**src/rtl/conware_pkg.sv**
```systemverilog
// Shared constants for the Game-of-Life row engine.
// B3/S23 rule thresholds and FSM state encoding.
package conware_pkg;

   localparam int NCOUNT_W = 4;

   localparam logic [NCOUNT_W-1:0] BIRTH_N    = 4'd3;
   localparam logic [NCOUNT_W-1:0] SURVIVE_LO = 4'd2;
   localparam logic [NCOUNT_W-1:0] SURVIVE_HI = 4'd3;

   localparam logic [1:0] ACCEPT    = 2'd0;
   localparam logic [1:0] EMIT      = 2'd1;
   localparam logic [1:0] EMIT_LAST = 2'd2;

endpackage

```
**src/rtl/conware_row_next.sv**
```systemverilog
// Combinational B3/S23 next-generation for one row.
// Columns outside the row read as dead cells.
module conware_row_next
   import conware_pkg::*;
#(
   parameter int WIDTH = 4
) (
   input  logic [WIDTH-1:0] above,
   input  logic [WIDTH-1:0] middle,
   input  logic [WIDTH-1:0] below,
   output logic [WIDTH-1:0] next
);

   logic [WIDTH+1:0] a_p;
   logic [WIDTH+1:0] m_p;
   logic [WIDTH+1:0] b_p;

   assign a_p = {1'b0, above, 1'b0};
   assign m_p = {1'b0, middle, 1'b0};
   assign b_p = {1'b0, below, 1'b0};

   for (genvar c = 0; c < WIDTH; c++) begin : g_col
      logic [NCOUNT_W-1:0] n;

      assign n = NCOUNT_W'(a_p[c]) + NCOUNT_W'(a_p[c+1])
               + NCOUNT_W'(a_p[c+2]) + NCOUNT_W'(m_p[c])
               + NCOUNT_W'(m_p[c+2]) + NCOUNT_W'(b_p[c])
               + NCOUNT_W'(b_p[c+1]) + NCOUNT_W'(b_p[c+2]);

      assign next[c] = (n == BIRTH_N)
                     || (m_p[c+1] && n >= SURVIVE_LO
                         && n <= SURVIVE_HI);
   end

endmodule

```
**src/rtl/conware_row_engine.sv**
```systemverilog
// Streaming Game-of-Life row engine with a two-row window.
// One generation per frame; output row r is emitted once row r+1 arrives.
module conware_row_engine
   import conware_pkg::*;
#(
   parameter int WIDTH  = 4,
   parameter int HEIGHT = 4
) (
   input  logic             clk,
   input  logic             rst,
   input  logic [WIDTH-1:0] in_data,
   input  logic             in_valid,
   output logic             in_ready,
   output logic [WIDTH-1:0] out_data,
   output logic             out_valid,
   input  logic             out_ready,
   output logic             out_last
);

   localparam logic [7:0] LAST_ROW = 8'(HEIGHT - 1);

   logic [1:0]       state;
   logic [7:0]       rcnt;
   logic             last_pend;
   logic [WIDTH-1:0] above;
   logic [WIDTH-1:0] middle;
   logic [WIDTH-1:0] op_a;
   logic [WIDTH-1:0] op_m;
   logic [WIDTH-1:0] op_b;
   logic [WIDTH-1:0] nxt;
   logic             in_xfer;
   logic             out_xfer;

   assign in_ready  = (state == ACCEPT) && !rst;
   assign out_valid = (state != ACCEPT);
   assign out_last  = (state == EMIT_LAST);
   assign in_xfer   = in_valid && in_ready;
   assign out_xfer  = out_valid && out_ready;

   // While emitting, the pending last row has a dead row below it.
   always_comb begin
      op_a = above;
      op_m = middle;
      op_b = in_data;
      if (state != ACCEPT) begin
         op_b = '0;
      end else if (HEIGHT == 1) begin
         op_a = '0;
         op_m = in_data;
         op_b = '0;
      end
   end

   conware_row_next #(
      .WIDTH(WIDTH)
   ) u_next (
      .above (op_a),
      .middle(op_m),
      .below (op_b),
      .next  (nxt)
   );

   always_ff @(posedge clk) begin
      if (rst) begin
         state     <= ACCEPT;
         rcnt      <= '0;
         last_pend <= 1'b0;
         above     <= '0;
         middle    <= '0;
         out_data  <= '0;
      end else begin
         unique case (state)
            ACCEPT: if (in_xfer) begin
               if (HEIGHT == 1) begin
                  out_data <= nxt;
                  state    <= EMIT_LAST;
               end else if (rcnt == '0) begin
                  middle <= in_data;
                  above  <= '0;
                  rcnt   <= 8'd1;
               end else begin
                  out_data  <= nxt;
                  above     <= middle;
                  middle    <= in_data;
                  rcnt      <= rcnt + 8'd1;
                  last_pend <= (rcnt == LAST_ROW);
                  state     <= EMIT;
               end
            end
            EMIT: if (out_xfer) begin
               if (last_pend) begin
                  out_data  <= nxt;
                  last_pend <= 1'b0;
                  state     <= EMIT_LAST;
               end else begin
                  state <= ACCEPT;
               end
            end
            EMIT_LAST: if (out_xfer) begin
               above  <= '0;
               middle <= '0;
               rcnt   <= '0;
               state  <= ACCEPT;
            end
            default: state <= ACCEPT;
         endcase
      end
   end

endmodule
```
**config.mk**
```make
export PLATFORM = sky130hd
export DESIGN_NAME = conware_row_engine
export DESIGN_NICKNAME = d
export VERILOG_FILES = /design/src/rtl/conware_pkg.sv /design/src/rtl/conware_row_next.sv /design/src/rtl/conware_row_engine.sv
export SDC_FILE = /design/constraint.sdc
export NUM_CORES = 1
export LEC_CHECK = 0
export ABC_AREA = 1
export CORE_MARGIN = 2
export CORE_UTILIZATION = 54
export CTS_BUF_LIST = sky130_fd_sc_hd__clkbuf_4 sky130_fd_sc_hd__clkbuf_8
export CTS_CLUSTER_DIAMETER = 60
export DETAILED_ROUTE_END_ITERATION = 8
export MAX_ROUTING_LAYER = met4
export PLACE_DENSITY = 0.78
export SYNTH_ARGS = -nofsm -noshare
export SYNTH_HDL_FRONTEND = slang
export SYNTH_SLANG_ARGS = --single-unit
```
**constraint.sdc**
```tcl
create_clock -name clk -period 3.3 [get_ports clk]
set_clock_uncertainty 0.2 [all_clocks]
set_input_delay 0.66 -clock clk [delete_from_list [all_inputs] [get_ports clk]]
set_output_delay 0.66 -clock clk [all_outputs]
set_load 0.01 [all_outputs]
```
## Word level (Yosys, flattened, before mapping)

Cells that the tools add are included.

- Add/subtract/negate cells: 22
- $lt $le $gt $ge: 8
- Eq/ne operators: 12
- Mux-type cells: 26
- Reductions and logical operators: 25

Operator list:

| operator | count |
|---|---|
| $add A4 B1 Y4 | 17 |
| $mux W4 | 9 |
| $mux W8 | 3 |
| $pmux W4 S2 | 3 |
| $eq A4 B2 Y1 const B | 4 |
| $ge A4 B2 Y1 const B | 4 |
| $le A4 B2 Y1 const B | 4 |
| $pmux W8 S2 | 1 |
| $logic_and A1 B1 Y1 | 11 |
| $mux W2 | 5 |
| $add A8 B1 Y8 const B | 1 |
| $eq A8 B2 Y1 const B | 1 |
| $logic_not A8 Y1 | 1 |
| $ne A2 B2 Y1 const B | 4 |
| $reduce_and A4 Y1 | 2 |
| $add A1 B1 Y2 | 3 |
| $pmux W2 S3 | 1 |
| $reduce_bool A2 Y1 | 3 |
| $reduce_and A5 Y1 | 1 |
| $logic_or A1 B1 Y1 | 4 |
| $add A2 B1 Y3 | 1 |
| $mux W1 | 3 |
| $reduce_and A3 Y1 | 1 |
| $eq A2 B1 Y1 const B | 1 |
| other kinds (5) | 5 |

- Flip-flop bits (word level): 23
- Input bits: 8
- Output and inout bits: 7

## Depth between registers and ports, before layout

- Word-level depth: 14
- Depth in mapped cells: 16

## Hierarchy

Synthesis repeated with hierarchy kept, for this count alone.

- Cells, all modules: 249
- Area total of the unflattened synthesis: 1735.4 um^2

Modules (own cells, without submodules):

| module | times used | cells each | area an instance (um^2) | seq. area each (um^2) |
|---|---|---|---|---|
| conware_row_engine | 1 | 176 | 1172.4 | 460.4 |
| conware_row_next | 1 | 73 | 563.0 | 0.0 |

## Worst setup path after synthesis

Ideal clock, no wire load.

- Path kind: reg-to-reg
- Start point: register above[1]
- End point: register out_data[1]
- Data arrival time: 2.945 ns
- Required time: 3.036 ns
- Path slack: 0.091 ns
- Stages on the path, launching flop included: 15
- Clock period less this slack: 3.209 ns
- Path through: dfxtp_1 ha_1 inv_1 fa_1 fa_1 inv_1 fa_1 inv_1 fa_1 o21bai_1 nor2_1 nand2_1 nand4_1 nand2_1 nor2_1

- Longest elaborated chain between the ends: 14
- Elaborated cells on any way between the ends: 18
- Classes of those cells: 7 x add/sub; 2 x order compare; 1 x eq/ne; 5 x mux; 3 x reduce/logical

Ends and longest elaborated chain:

| element | RTL line | RTL |
|---|---|---|
| start, declared | conware_row_engine.sv:25 | `logic [WIDTH-1:0] above;` |
| start signal, assigned | conware_row_engine.sv:83 | `above <= middle;` |
| $add A1 B1 Y2 (*) | conware_row_next.sv:25 | `assign n = NCOUNT_W'(a_p[c]) + NCOUNT_W'(a_p[c+1])` |
| $add A4 B1 Y4 (*) (2 in series) | conware_row_next.sv:26 | `+ NCOUNT_W'(a_p[c+2]) + NCOUNT_W'(m_p[c])` |
| $add A4 B1 Y4 (*) (2 in series) | conware_row_next.sv:27 | `+ NCOUNT_W'(m_p[c+2]) + NCOUNT_W'(b_p[c])` |
| $add A4 B1 Y4 (*) (2 in series) | conware_row_next.sv:28 | `+ NCOUNT_W'(b_p[c+1]) + NCOUNT_W'(b_p[c+2]);` |
| $ge A4 B2 Y1 | conware_row_next.sv:31 | `\|\| (m_p[c+1] && n >= SURVIVE_LO` |
| $logic_and A1 B1 Y1 | conware_row_next.sv:31 |  |
| $logic_and A1 B1 Y1 | conware_row_next.sv:32 | `&& n <= SURVIVE_HI);` |
| $logic_or A1 B1 Y1 (*) | conware_row_next.sv:31 |  |
| $mux W4, on equally long branches | conware_row_engine.sv:91, conware_row_engine.sv:77 |  |
| $mux W4, on equally long branches | conware_row_engine.sv:90, conware_row_engine.sv:73 |  |
| $pmux W4 S2 (*) | conware_row_engine.sv:72 | `unique case (state)` |
| end signal, assigned | conware_row_engine.sv:75 | `out_data <= nxt;` |
| end signal, assigned | conware_row_engine.sv:82 | `out_data <= nxt;` |
| end signal, assigned | conware_row_engine.sv:92 | `out_data <= nxt;` |
| end, declared | conware_row_engine.sv:14 | `output logic [WIDTH-1:0] out_data,` |

Mark *: on every way between the ends. The rest lies on a longest branch, timed or not. The select of a mux whose other input is x is not followed.
A chain may end at the register's enable or synchronous reset.

## Worst setup path after layout

Same ends and word-level chain as after synthesis.

==> results.cfg <==
[outcome]
outcome = finished, final reports clean

[synth]
synth.area.top_cells = dfxtp_1 26%, fa_1 15%, inv_1 12%
synth_area_mm2 = 0.001745
ys_async_sr_fraction_pct = 0
synth_edf_count = 0
synth.distinct_cells = 29
syn_avg_cell_area_um2 = 7.303
yosys-top-cells-count = 56 x inv_1, 49 x nand2_1, 32 x nor2_1
yosysTopAreaCell = dfxtp_1
synth-seq-cells = 23
synth.most_common_cell = inv_1
synth_ff_type = dfxtp_1
synthCells = 239
syn_nets = 271
yosysWarnings = 0
ys_seq_area_share_pct = 26.38
yosysTopAreaCellShare_pct = 26.38

[clock_network]
cts_setup_buffers = 0
numCtsBuffers = 3
clk_latency_ns = 0.32
cts_htree_levels = 1
clk_pin_slew_worst_paths_ns = 0.14
cts_hold_buf = 0
cts_root_buf = clkbuf_4
cts_tree = built
clockBufferDepth = 2
cts.sinks = 23

[sta]
fmax_ghz = 0.3062
finalCritPeriodShare_pct = 98.97
setup-tns-final_ns = 0
hold_violations = 0
hold_ws_ns = 0.2993
rsz0062_at_grt = true
relSlewSlack_pct = 71.81
drv_slew = 0
setup_violations = 0
fin_ws_ns = 0.03414
timing.final.crit_period_ns = 3.266
tightest_slew_ns = 0.4206

[worst_setup_path]
max_stage_delay_ns = 0.53
crit_type = register to register
cp_data_required_time_ns = 3.38
r2r_slack_ns = 0.03
cp_top_family = adder cells
cp_num_buf_inv = 3
crit_chain = ha_4 -> inv_2 -> fa_1 -> fa_1 -> inv_2 -> fa_2 -> inv_2 -> fa_1 -> o21bai_1 -> nor2_1 -> nand2_1 -> nand4_1 -> nand2_1 -> nor2_1
start_kind = register
path_max_fanout = 4
worst_ep_arrival_time_ns = 3.34
cp-end-kind = register
cp_slowest_cell = fa_1

[drt]
postRouteAntennaNets = 0
drt_iter0_markers = 59
routed_wl_um = 3359
dr.pass1.iters = 4
top_layer_used = met4
vias_per_cell = 4.926
post_drt_wl_per_cell_um = 10.87
wl_met1_um = 1589
route.detailed.drc = 0
route.met2.wl_um = 1585
vias = 1522
wl_met3_um = 139

[layout]
area_growth_syn_to_layout_pct = 17.20
postLayoutCoreUtil_pct = 67.01
instances_no_fill = 309
postLayoutCellArea_mm2 = 0.002046
nFillCells = 282
multi_input_area_mm2 = 0.001055
layout-drive-gt1-share_pct = 13.96
regArea_um2 = 464.2
n_antenna_cell = 0
final_nets = 298

[global_route]
grt_start_max_net_pins = 22
grt_pass1_wl_um = 5920
grt_pass1_vias = 1418
grtUsageTotal_pct = 22.06
antenna_found_initial = 0
grt_overflow = 0

[placed_design]
placed_cells = 305
place.gp.congestion = 0.8416
io_buffers = 14
place_ws_ns = -0.3016
place_area_mm2 = 0.001997
dp_hpwl_um = 2699

[floorplanning]
io_pins = 15
core_area_mm2 = 0.003053
floorplan.initialDensity_pct = 57.17
num_rows = 20
die_h_um = 60.86
die-area_mm2 = 0.003703
die_x_um = 60.86

[power_and_ir_drop]
power.share.sequential_pct = 43.2
switching_share_pct = 35.38
clock_power_share_pct = 19.3
combPwrFrac_pct = 37.6
leakage_nw = 0.9578
switching_power_mw = 0.2469
total_power_mw = 0.6977
p_int_mw = 0.4508
vdd_drop_max_v = 0.0002313
p_per_area_mw_per_mm2 = 341.1

[min_path]
timing.hold.worst.class = register to register

[run]
maxCapViolCount = 0
==> final timing paths <==
| check | startpoint | endpoint | cells past startpoint |
|---|---|---|---|
| max | above[1]$_SDFFE_PP0P_ | out_data[1]$_SDFFE_PP0P_ | 14 |
| min | rcnt[6]$_SDFFE_PP0P_ | rcnt[6]$_SDFFE_PP0P_ | 2 |
| max reg2reg | above[1]$_SDFFE_PP0P_ | out_data[1]$_SDFFE_PP0P_ | 14 |
| min reg2reg | rcnt[6]$_SDFFE_PP0P_ | rcnt[6]$_SDFFE_PP0P_ | 2 |
==> tightest hold or removal path, cell delays in order, from the launching register on <==
cell and delay [ns]:
dfxtp_1 0.34, nand2_1 0.07, a21oi_1 0.06
==> cell type report <==
| cell class | instances | share of cell area (%) |
|---|---|---|
| Tap cell | 44 | 2.691 |
| Multi-Input combinational cell | 154 | 51.56 |
| Inverter | 59 | 10.83 |
| Sequential cell | 23 | 22.69 |
| Clock buffer | 3 | 1.101 |
| Clock inverter | 1 | 0.2446 |
| Timing Repair Buffer | 25 | 10.89 |
==> layout by cell type, fill, tap and decap left out, types with 2 or more instances in the layout <==
cell type	netlist	layout
inv_1	56	53
nand2_1	49	49
nor2_1	32	32
dfxtp_1	23	22
clkdlybuf4s50_1	0	14
fa_1	13	11
buf_4	1	11
ha_1	11	10
o21ai_0	7	7
inv_2	3	6
nand3_1	6	6
nand4_1	6	6
a21oi_1	6	6
o32ai_1	4	4
nor2_2	3	3
o21ai_1	3	3
clkbuf_4	0	3
nand3_2	2	2
nand2_4	2	2
fa_2	0	2
==> cells by family after synthesis <==
group                    count (synthesis)  share of synthesized area, %
adder cells (fa/ha/maj)                 24                         22.80
AND/OR/NAND/NOR                        105                         27.67
AO/OA/AOI/OAI                           24                         8.459
XOR/XNOR                                 1                        0.5019
buffers and inverters                   62                         14.19
flip-flops                              23                         26.38
==> flip-flops by register name, summed over array words and instances (netlist names) <==
register,count
rcnt,8
above,4
middle,4
out_data,4
state,2
last_pend,1
==> per-layer routing <==
layer,GRT usage [%],up-vias
li1,-,783
met1,28.65,703
met2,35.64,32
met3,4.264,4
met4,5.280,0
met5,-,-
==> repair_timing <==
action	in CTS	in global routing
pin swaps	1	2
endpoints found under the setup margin	1	2
gates resized for setup	5	3
==> power by group through the flow <==
| stage | clock (mW) | combinational (mW) | sequential [mW] |
|---|---|---|---|
| 2_1_floorplan | 0 | 0.182 | 0.307 |
| 3_3_place_gp | 0 | 0.249 | 0.306 |
| 3_5_place_dp | 0 | 0.257 | 0.307 |
| 4_1_cts | 0.139 | 0.261 | 0.301 |
| 5_1_grt | 0.151 | 0.308 | 0.303 |
| 6_report | 0.135 | 0.262 | 0.301 |
Power figures use the tool's default switching activity.
